[src/rtl/phase_seq_pkg.sv]
// rtl/phase_seq_pkg.sv - shared state encoding and default constants for the phase sequencer
package phase_seq_pkg;

    localparam int DEF_ITER_W          = 16;
    localparam int DEF_CORE_RST_CYCLES = 2;
    localparam int DEF_VXV_RST_CYCLES  = 2;

    typedef enum logic [2:0] {
        ST_IDLE     = 3'd0,
        ST_CORE_RST = 3'd1,
        ST_MXV_RUN  = 3'd2,
        ST_VXV_RST  = 3'd3,
        ST_VXV_RUN  = 3'd4,
        ST_DONE     = 3'd5
`ifdef PHASE_SEQ_TIMEOUT_EN
        , ST_ERR    = 3'd6
`endif
    } state_t;

endpackage

[src/rtl/phase_seq_timer.sv]
// rtl/phase_seq_timer.sv - loadable down-counter with zero flag for reset hold timing
module phase_seq_timer #(
    parameter int W = 2
) (
    input  logic         clk,
    input  logic         reset,
    input  logic         load,
    input  logic [W-1:0] load_val,
    output logic         zero
);

    logic [W-1:0] cnt_q;
    logic [W-1:0] cnt_d;

    always_comb begin
        cnt_d = cnt_q;
        if (load) begin
            cnt_d = load_val;
        end else if (cnt_q != '0) begin
            cnt_d = cnt_q - 1'b1;
        end
    end

    always_ff @(posedge clk or negedge reset) begin
        if (!reset) begin
            cnt_q <= '0;
        end else begin
            cnt_q <= cnt_d;
        end
    end

    assign zero = (cnt_q == '0);

endmodule

[src/rtl/phase_sequencer.sv]
// rtl/phase_sequencer.sv - core/mXv/vXv reset phase sequencer; PHASE_SEQ_TIMEOUT_EN adds a per-phase watchdog
module phase_sequencer
    import phase_seq_pkg::*;
#(
    parameter int CORE_RST_CYCLES = DEF_CORE_RST_CYCLES,
    parameter int VXV_RST_CYCLES  = DEF_VXV_RST_CYCLES,
    parameter int MAX_ITER        = 1024,
    parameter int ITER_W          = DEF_ITER_W,
    parameter int TIMEOUT_CYCLES  = 65535
) (
    input  logic              clk,
    input  logic              reset,
    input  logic              start,
    input  logic              reset_cluster,
    input  logic              halt,
    output logic              core_reset,
    output logic              reset_mXv1,
    output logic              reset_vXv1,
    output logic              busy,
    output logic              done,
    output logic              hit_limit,
    output logic [ITER_W-1:0] iter_count,
    output logic              err
);

    localparam int TMR_MAX = (CORE_RST_CYCLES > VXV_RST_CYCLES) ? CORE_RST_CYCLES : VXV_RST_CYCLES;
    localparam int TMR_W   = (TMR_MAX > 1) ? $clog2(TMR_MAX) : 1;
    localparam logic [TMR_W-1:0] CORE_VAL = TMR_W'(CORE_RST_CYCLES - 1);
    localparam logic [TMR_W-1:0] VXV_VAL  = TMR_W'(VXV_RST_CYCLES - 1);
    localparam logic [ITER_W-1:0] ITER_LIMIT = ITER_W'(MAX_ITER);

    state_t              state_q, state_d;
    logic [ITER_W-1:0]   iter_q, iter_d, iter_inc;
    logic                hit_limit_q, hit_limit_d;
    logic                rc_q, rc_rise;
    logic                core_reset_q, core_reset_d;
    logic                mxv_q, mxv_d;
    logic                vxv_q, vxv_d;
    logic                busy_q, busy_d;
    logic                done_q, done_d;
    logic                tmr_load, tmr_zero;
    logic [TMR_W-1:0]    tmr_val;

`ifdef PHASE_SEQ_TIMEOUT_EN
    localparam int WD_W = (TIMEOUT_CYCLES > 1) ? $clog2(TIMEOUT_CYCLES + 1) : 1;
    localparam logic [WD_W-1:0] WD_LAST = WD_W'(TIMEOUT_CYCLES - 1);
    logic [WD_W-1:0]     wd_q, wd_d;
    logic                err_q, err_d;
`endif

    phase_seq_timer #(.W(TMR_W)) u_timer (
        .clk      (clk),
        .reset    (reset),
        .load     (tmr_load),
        .load_val (tmr_val),
        .zero     (tmr_zero)
    );

    // The registered copy makes a held-high reset_cluster a single event.
    assign rc_rise  = reset_cluster & ~rc_q;
    assign iter_inc = (iter_q == '1) ? iter_q : iter_q + 1'b1;

    always_comb begin
        state_d     = state_q;
        iter_d      = iter_q;
        hit_limit_d = hit_limit_q;
        tmr_load    = 1'b0;
        tmr_val     = '0;
        case (state_q)
            ST_CORE_RST: begin
                if (tmr_zero) state_d = ST_MXV_RUN;
            end
            ST_MXV_RUN: begin
                if (halt) begin
                    state_d = ST_DONE;
                end else if (rc_rise) begin
                    state_d  = ST_VXV_RST;
                    tmr_load = 1'b1;
                    tmr_val  = VXV_VAL;
                end
            end
            ST_VXV_RST: begin
                if (halt) state_d = ST_DONE;
                else if (tmr_zero) state_d = ST_VXV_RUN;
            end
            ST_VXV_RUN: begin
                if (halt) begin
                    state_d = ST_DONE;
                end else if (rc_rise) begin
                    iter_d = iter_inc;
                    if (iter_inc == ITER_LIMIT) begin
                        state_d     = ST_DONE;
                        hit_limit_d = 1'b1;
                    end else begin
                        state_d = ST_MXV_RUN;
                    end
                end
            end
            default: begin
                // IDLE, DONE and ERR all restart the same way.
                if (start) begin
                    state_d     = ST_CORE_RST;
                    iter_d      = '0;
                    hit_limit_d = 1'b0;
                    tmr_load    = 1'b1;
                    tmr_val     = CORE_VAL;
                end
            end
        endcase

`ifdef PHASE_SEQ_TIMEOUT_EN
        // Staying put in a run state means no phase event occurred this cycle.
        wd_d = '0;
        if (state_d == state_q && (state_q == ST_MXV_RUN || state_q == ST_VXV_RUN)) begin
            if (wd_q == WD_LAST) state_d = ST_ERR;
            else wd_d = wd_q + 1'b1;
        end
`endif
    end

    always_comb begin
        core_reset_d = 1'b1;
        mxv_d        = 1'b0;
        vxv_d        = 1'b1;
        busy_d       = 1'b0;
        done_d       = 1'b0;
`ifdef PHASE_SEQ_TIMEOUT_EN
        err_d        = (state_d == ST_ERR);
`endif
        case (state_d)
            ST_CORE_RST: busy_d = 1'b1;
            ST_MXV_RUN: begin
                core_reset_d = 1'b0;
                mxv_d        = 1'b1;
                vxv_d        = 1'b0;
                busy_d       = 1'b1;
            end
            ST_VXV_RST: begin
                core_reset_d = 1'b0;
                busy_d       = 1'b1;
            end
            ST_VXV_RUN: begin
                core_reset_d = 1'b0;
                vxv_d        = 1'b0;
                busy_d       = 1'b1;
            end
            ST_DONE: begin
                core_reset_d = 1'b0;
                done_d       = 1'b1;
            end
            default: ;
        endcase
    end

    always_ff @(posedge clk or negedge reset) begin
        if (!reset) begin
            state_q      <= ST_IDLE;
            iter_q       <= '0;
            hit_limit_q  <= 1'b0;
            rc_q         <= 1'b0;
            core_reset_q <= 1'b1;
            mxv_q        <= 1'b0;
            vxv_q        <= 1'b1;
            busy_q       <= 1'b0;
            done_q       <= 1'b0;
`ifdef PHASE_SEQ_TIMEOUT_EN
            wd_q         <= '0;
            err_q        <= 1'b0;
`endif
        end else begin
            state_q      <= state_d;
            iter_q       <= iter_d;
            hit_limit_q  <= hit_limit_d;
            rc_q         <= reset_cluster;
            core_reset_q <= core_reset_d;
            mxv_q        <= mxv_d;
            vxv_q        <= vxv_d;
            busy_q       <= busy_d;
            done_q       <= done_d;
`ifdef PHASE_SEQ_TIMEOUT_EN
            wd_q         <= wd_d;
            err_q        <= err_d;
`endif
        end
    end

    assign core_reset = core_reset_q;
    assign reset_mXv1 = mxv_q;
    assign reset_vXv1 = vxv_q;
    assign busy       = busy_q;
    assign done       = done_q;
    assign hit_limit  = hit_limit_q;
    assign iter_count = iter_q;
`ifdef PHASE_SEQ_TIMEOUT_EN
    assign err        = err_q;
`else
    assign err        = 1'b0;
`endif

endmodule

[config.mk]
export PLATFORM = sky130hd
export DESIGN_NAME = phase_sequencer
export DESIGN_NICKNAME = d
export VERILOG_FILES = /design/src/rtl/phase_seq_pkg.sv /design/src/rtl/phase_seq_timer.sv /design/src/rtl/phase_sequencer.sv
export SDC_FILE = /design/constraint.sdc
export NUM_CORES = 1
export LEC_CHECK = 0
export CAP_MARGIN = 20
export CORE_MARGIN = 2
export CORE_UTILIZATION = 32
export DETAILED_ROUTE_END_ITERATION = 10
export PLACE_DENSITY_LB_ADDON = 0.1
export REMOVE_ABC_BUFFERS = 1
export SLEW_MARGIN = 0
export SYNTH_ARGS = -nofsm -noshare
export SYNTH_HDL_FRONTEND = slang
export SYNTH_SLANG_ARGS = --single-unit
[constraint.sdc]
create_clock -name clk -period 4.38 [get_ports clk]
set_input_delay 0.438 -clock clk [delete_from_list [all_inputs] [get_ports clk]]
set_output_delay 0.438 -clock clk [all_outputs]
set_load 0.01 [all_outputs]
==> flow_summary.yaml <==
clock_network:
  clock_sinks: 27
  cts_tree: "done"
  cts.path.max_buffers: 2
  cts-root-buf: "clkbuf_8"
  clk_pin_slew_ns: 0.10
  hold_buffers: 0
  htree_levels: 1
  postCtsSetupBuffers: 0
  cts_made_buffers: 3
  clk_latency_ns: 0.27
  post_cts_resized: 0
synthesis:
  synth_top_area_frac: 0.345
  syn_inst: 206
  async_flop_share: 1.00
  yosysUniqueCellTypes: 51
  yosysWarnings: 0
  synth-seq-cells: 27
  synth-xor-area-share: 0.0193
  ys.flop_type: "dfrtp_1"
  synth_fa_ha_area_frac: 0.00690
  muxShareOfSynthArea: 0.0172
  synth_top_area_cell: "dfrtp_1"
  synth_top_family_by_area: "simple AND/OR/NAND/NOR gates"
  synth-compound-area-share: 0.241
  ys_top_cells_by_area: "dfrtp_1 (34%), a21oi_1 (5.5%), o21ai_0 (4.7%), nor2_1 (3.9%), nand3_1 (3.6%)"
  synth_edf_count: 0
  syn_area_per_cell_um2: 8.81
  syn_area_mm2: 0.00181
  synth_simple_gate_area_frac: 0.292
  ys_seq_area_frac: 0.374
worst_setup_path:
  cp_max_fo: 8
  reg2reg_slack_ns: 1.43
  worstSetupStartpointType: "flop"
  reg2reg_from: "iter_count[0]$_DFFE_PN0P_"
  reg2reg_depth: 9
  worst_ep_arrival_time_ns: 3.15
  critPathCaptureType: "flop"
  required_ns: 4.59
  reg2reg_to: "busy$_DFF_PN0_"
  critical_path_class: "reg -> reg"
timing:
  fin_crit_sh: 0.673
  maxSlewViolCount: 0
  rsz0062_at_grt: "false"
  skew_ns: 0.00555
  fmax_mhz: 339
  worst_pin_slew_ns: 0.510
  setup_violations: 0
  hold_violations: 0
  tns_ns: 0
  fin_hold_ws_ns: 0.516
  slew_headroom: 0.659
  finalCriticalPeriod_ns: 2.95
pwr:
  p_int_mw: 0.505
  power_leakage_nw: 0.829
  peakVddDrop_mv: 0.168
  combPwrFrac: 0.388
  total_power_mw: 0.789
  swShare: 0.360
  p_clk_frac: 0.186
  power_density_mw_per_mm2: 363
  p_seq_frac: 0.426
  switching_power_mw: 0.284
die:
  io_pins: 28
  die_w_um: 79.3
  initial_core_util: 0.329
  num_rows: 27
  die_height_um: 79.3
  core-area_mm2: 0.00551
  dieArea_mm2: 0.00629
routing:
  firstDrtPassIters: 4
  viasPerCell: 5.57
  drc: 0
  vias: 1665
  drt-initial-drc-count: 53
  ant_nets: 0
  wl_per_cell_um: 15.9
  routed_wl_mm: 4.76
job:
  drv_cap: 0
hold_path:
  holdCritPathClass: "reg -> reg"
  min_to: "hit_limit$_DFFE_PN0P_"
  hold_depth: 2
  hold_start: "hit_limit$_DFFE_PN0P_"
global_route:
  grt-ovfl-total: 0
  grt_pass1_wl_mm: 8.12
  grt_max_degree: 28
  track_usage: 0.162
  grt_antenna_before_repair: 0
  grt_pass1_vias: 1649
final_layout:
  syn_to_final_growth_pct: 19.8
  drive_gt1_frac: 0.106
  antenna_cells: 0
  final_util: 0.395
  multiInputGateArea_mm2: 0.00105
  register_area_um2: 678
  nets: 234
  layout.cells.non_filler: 299
  fillers: 562
placed_design:
  gp_congestion: 0.855
  portBuffers: 26
  post-dp-hpwl_mm: 3.42
  dpl.cell_count: 295
status:
  status: "finished clean"
==> how the worst max path moves through the flow <==
stage,startpoint,end,slack [ns],cells past startpoint
after floorplan,iter_count[0]$_DFFE_PN0P_,busy$_DFF_PN0_,1.76,9
after global placement,iter_count[0]$_DFFE_PN0P_,busy$_DFF_PN0_,1.47,9
after detailed placement,iter_count[0]$_DFFE_PN0P_,busy$_DFF_PN0_,1.46,9
after CTS,iter_count[0]$_DFFE_PN0P_,busy$_DFF_PN0_,1.44,9
after global routing,iter_count[0]$_DFFE_PN0P_,busy$_DFF_PN0_,1.19,9
final,iter_count[0]$_DFFE_PN0P_,busy$_DFF_PN0_,1.43,9
==> per-stage QoR <==
step | cell area, um^2 | setup slack [ns]
4_1_cts | 2170 | 1.44
3_3_place_gp | 2130 | 1.47
6_report | 2170 | 1.43
3_5_place_dp | 2130 | 1.46
5_1_grt | 2170 | 1.19
2_1_floorplan | 1750 | 1.76
==> placed cells by master, fill, tap and decap left out, types with 2 or more instances in the layout <==
master / n
and4_1: 4
a211oi_1: 2
nor4_1: 3
nand4_1: 6
clkbuf_8: 3
nor3_1: 5
dfstp_2: 2
nor4_2: 2
buf_4: 3
nor4b_1: 2
a22o_1: 3
dfrtp_1: 25
nor2_1: 19
clkdlybuf4s50_1: 26
a41oi_1: 2
a21oi_1: 20
o31ai_1: 4
and3_1: 3
nand2_1: 14
a31oi_1: 2
or3_1: 2
o21a_1: 2
nand2b_1: 5
xnor2_1: 3
nand4_4: 3
nand3_1: 13
inv_1: 5
o21ai_0: 17
mux2i_1: 2
and2_1: 2
==> layer usage <==
metal	GRT usage	wire length (um)
met1	0.230	2350
met5	0	0
met2	0.264	2190
met3	0.0159	177
met4	0.0431	40
==> kinds of logic after synthesis <==
logic type      count (synthesis)
xor+xnor                        4
other cells                     1
simple gates                   89
buf+inv                        18
flops                          27
compound gates                 63
mux                             3
fa+ha+maj                       1
==> synth_stat cells (5+ instances only) <==
master    number
dfrtp_1       25
nand3_1       13
clkbuf_1       5
inv_1          5
nor3_1         6
nand2b_1       5
nand2_1       14
a21oi_1       20
o21ai_0       17
nor2_1        19
nand4_1        6
==> power by group through the flow <==
stage	registers (mW)	logic, mW	clock network (mW)
CTS	0.336	0.309	0.152
finish	0.336	0.306	0.147
detailed placement	0.341	0.307	0
global route	0.341	0.345	0.159
floorplan	0.344	0.194	0
global placement	0.342	0.311	0
==> critical path, stage by stage (launching register included) <==
cell	delay [ns]
dfrtp_1	0.45
ha_1	0.29
nand4_1	0.27
nor3_1	0.41
mux2_2	0.41
a2111oi_4	0.30
nand4_4	0.20
o31ai_4	0.30
nand2b_1	0.15
xnor2_1	0.11
==> cell type report <==
class / count / share of cell area
Timing Repair Buffer: 29 / 0.130
Clock buffer: 4 / 0.0207
Sequential cell: 27 / 0.312
Multi-Input combinational cell: 161 / 0.485
Inverter: 6 / 0.0104
Tap cell: 72 / 0.0415
==> registers in the layout (all words and copies together) (netlist names) <==
signal	cells
iter_count	16
state_q	3
busy	1
core_reset	1
done	1
hit_limit	1
rc_q	1
reset_mXv1	1
reset_vXv1	1
u_timer.cnt_q	1
Note: power is estimated with default switching activity, not from simulation.
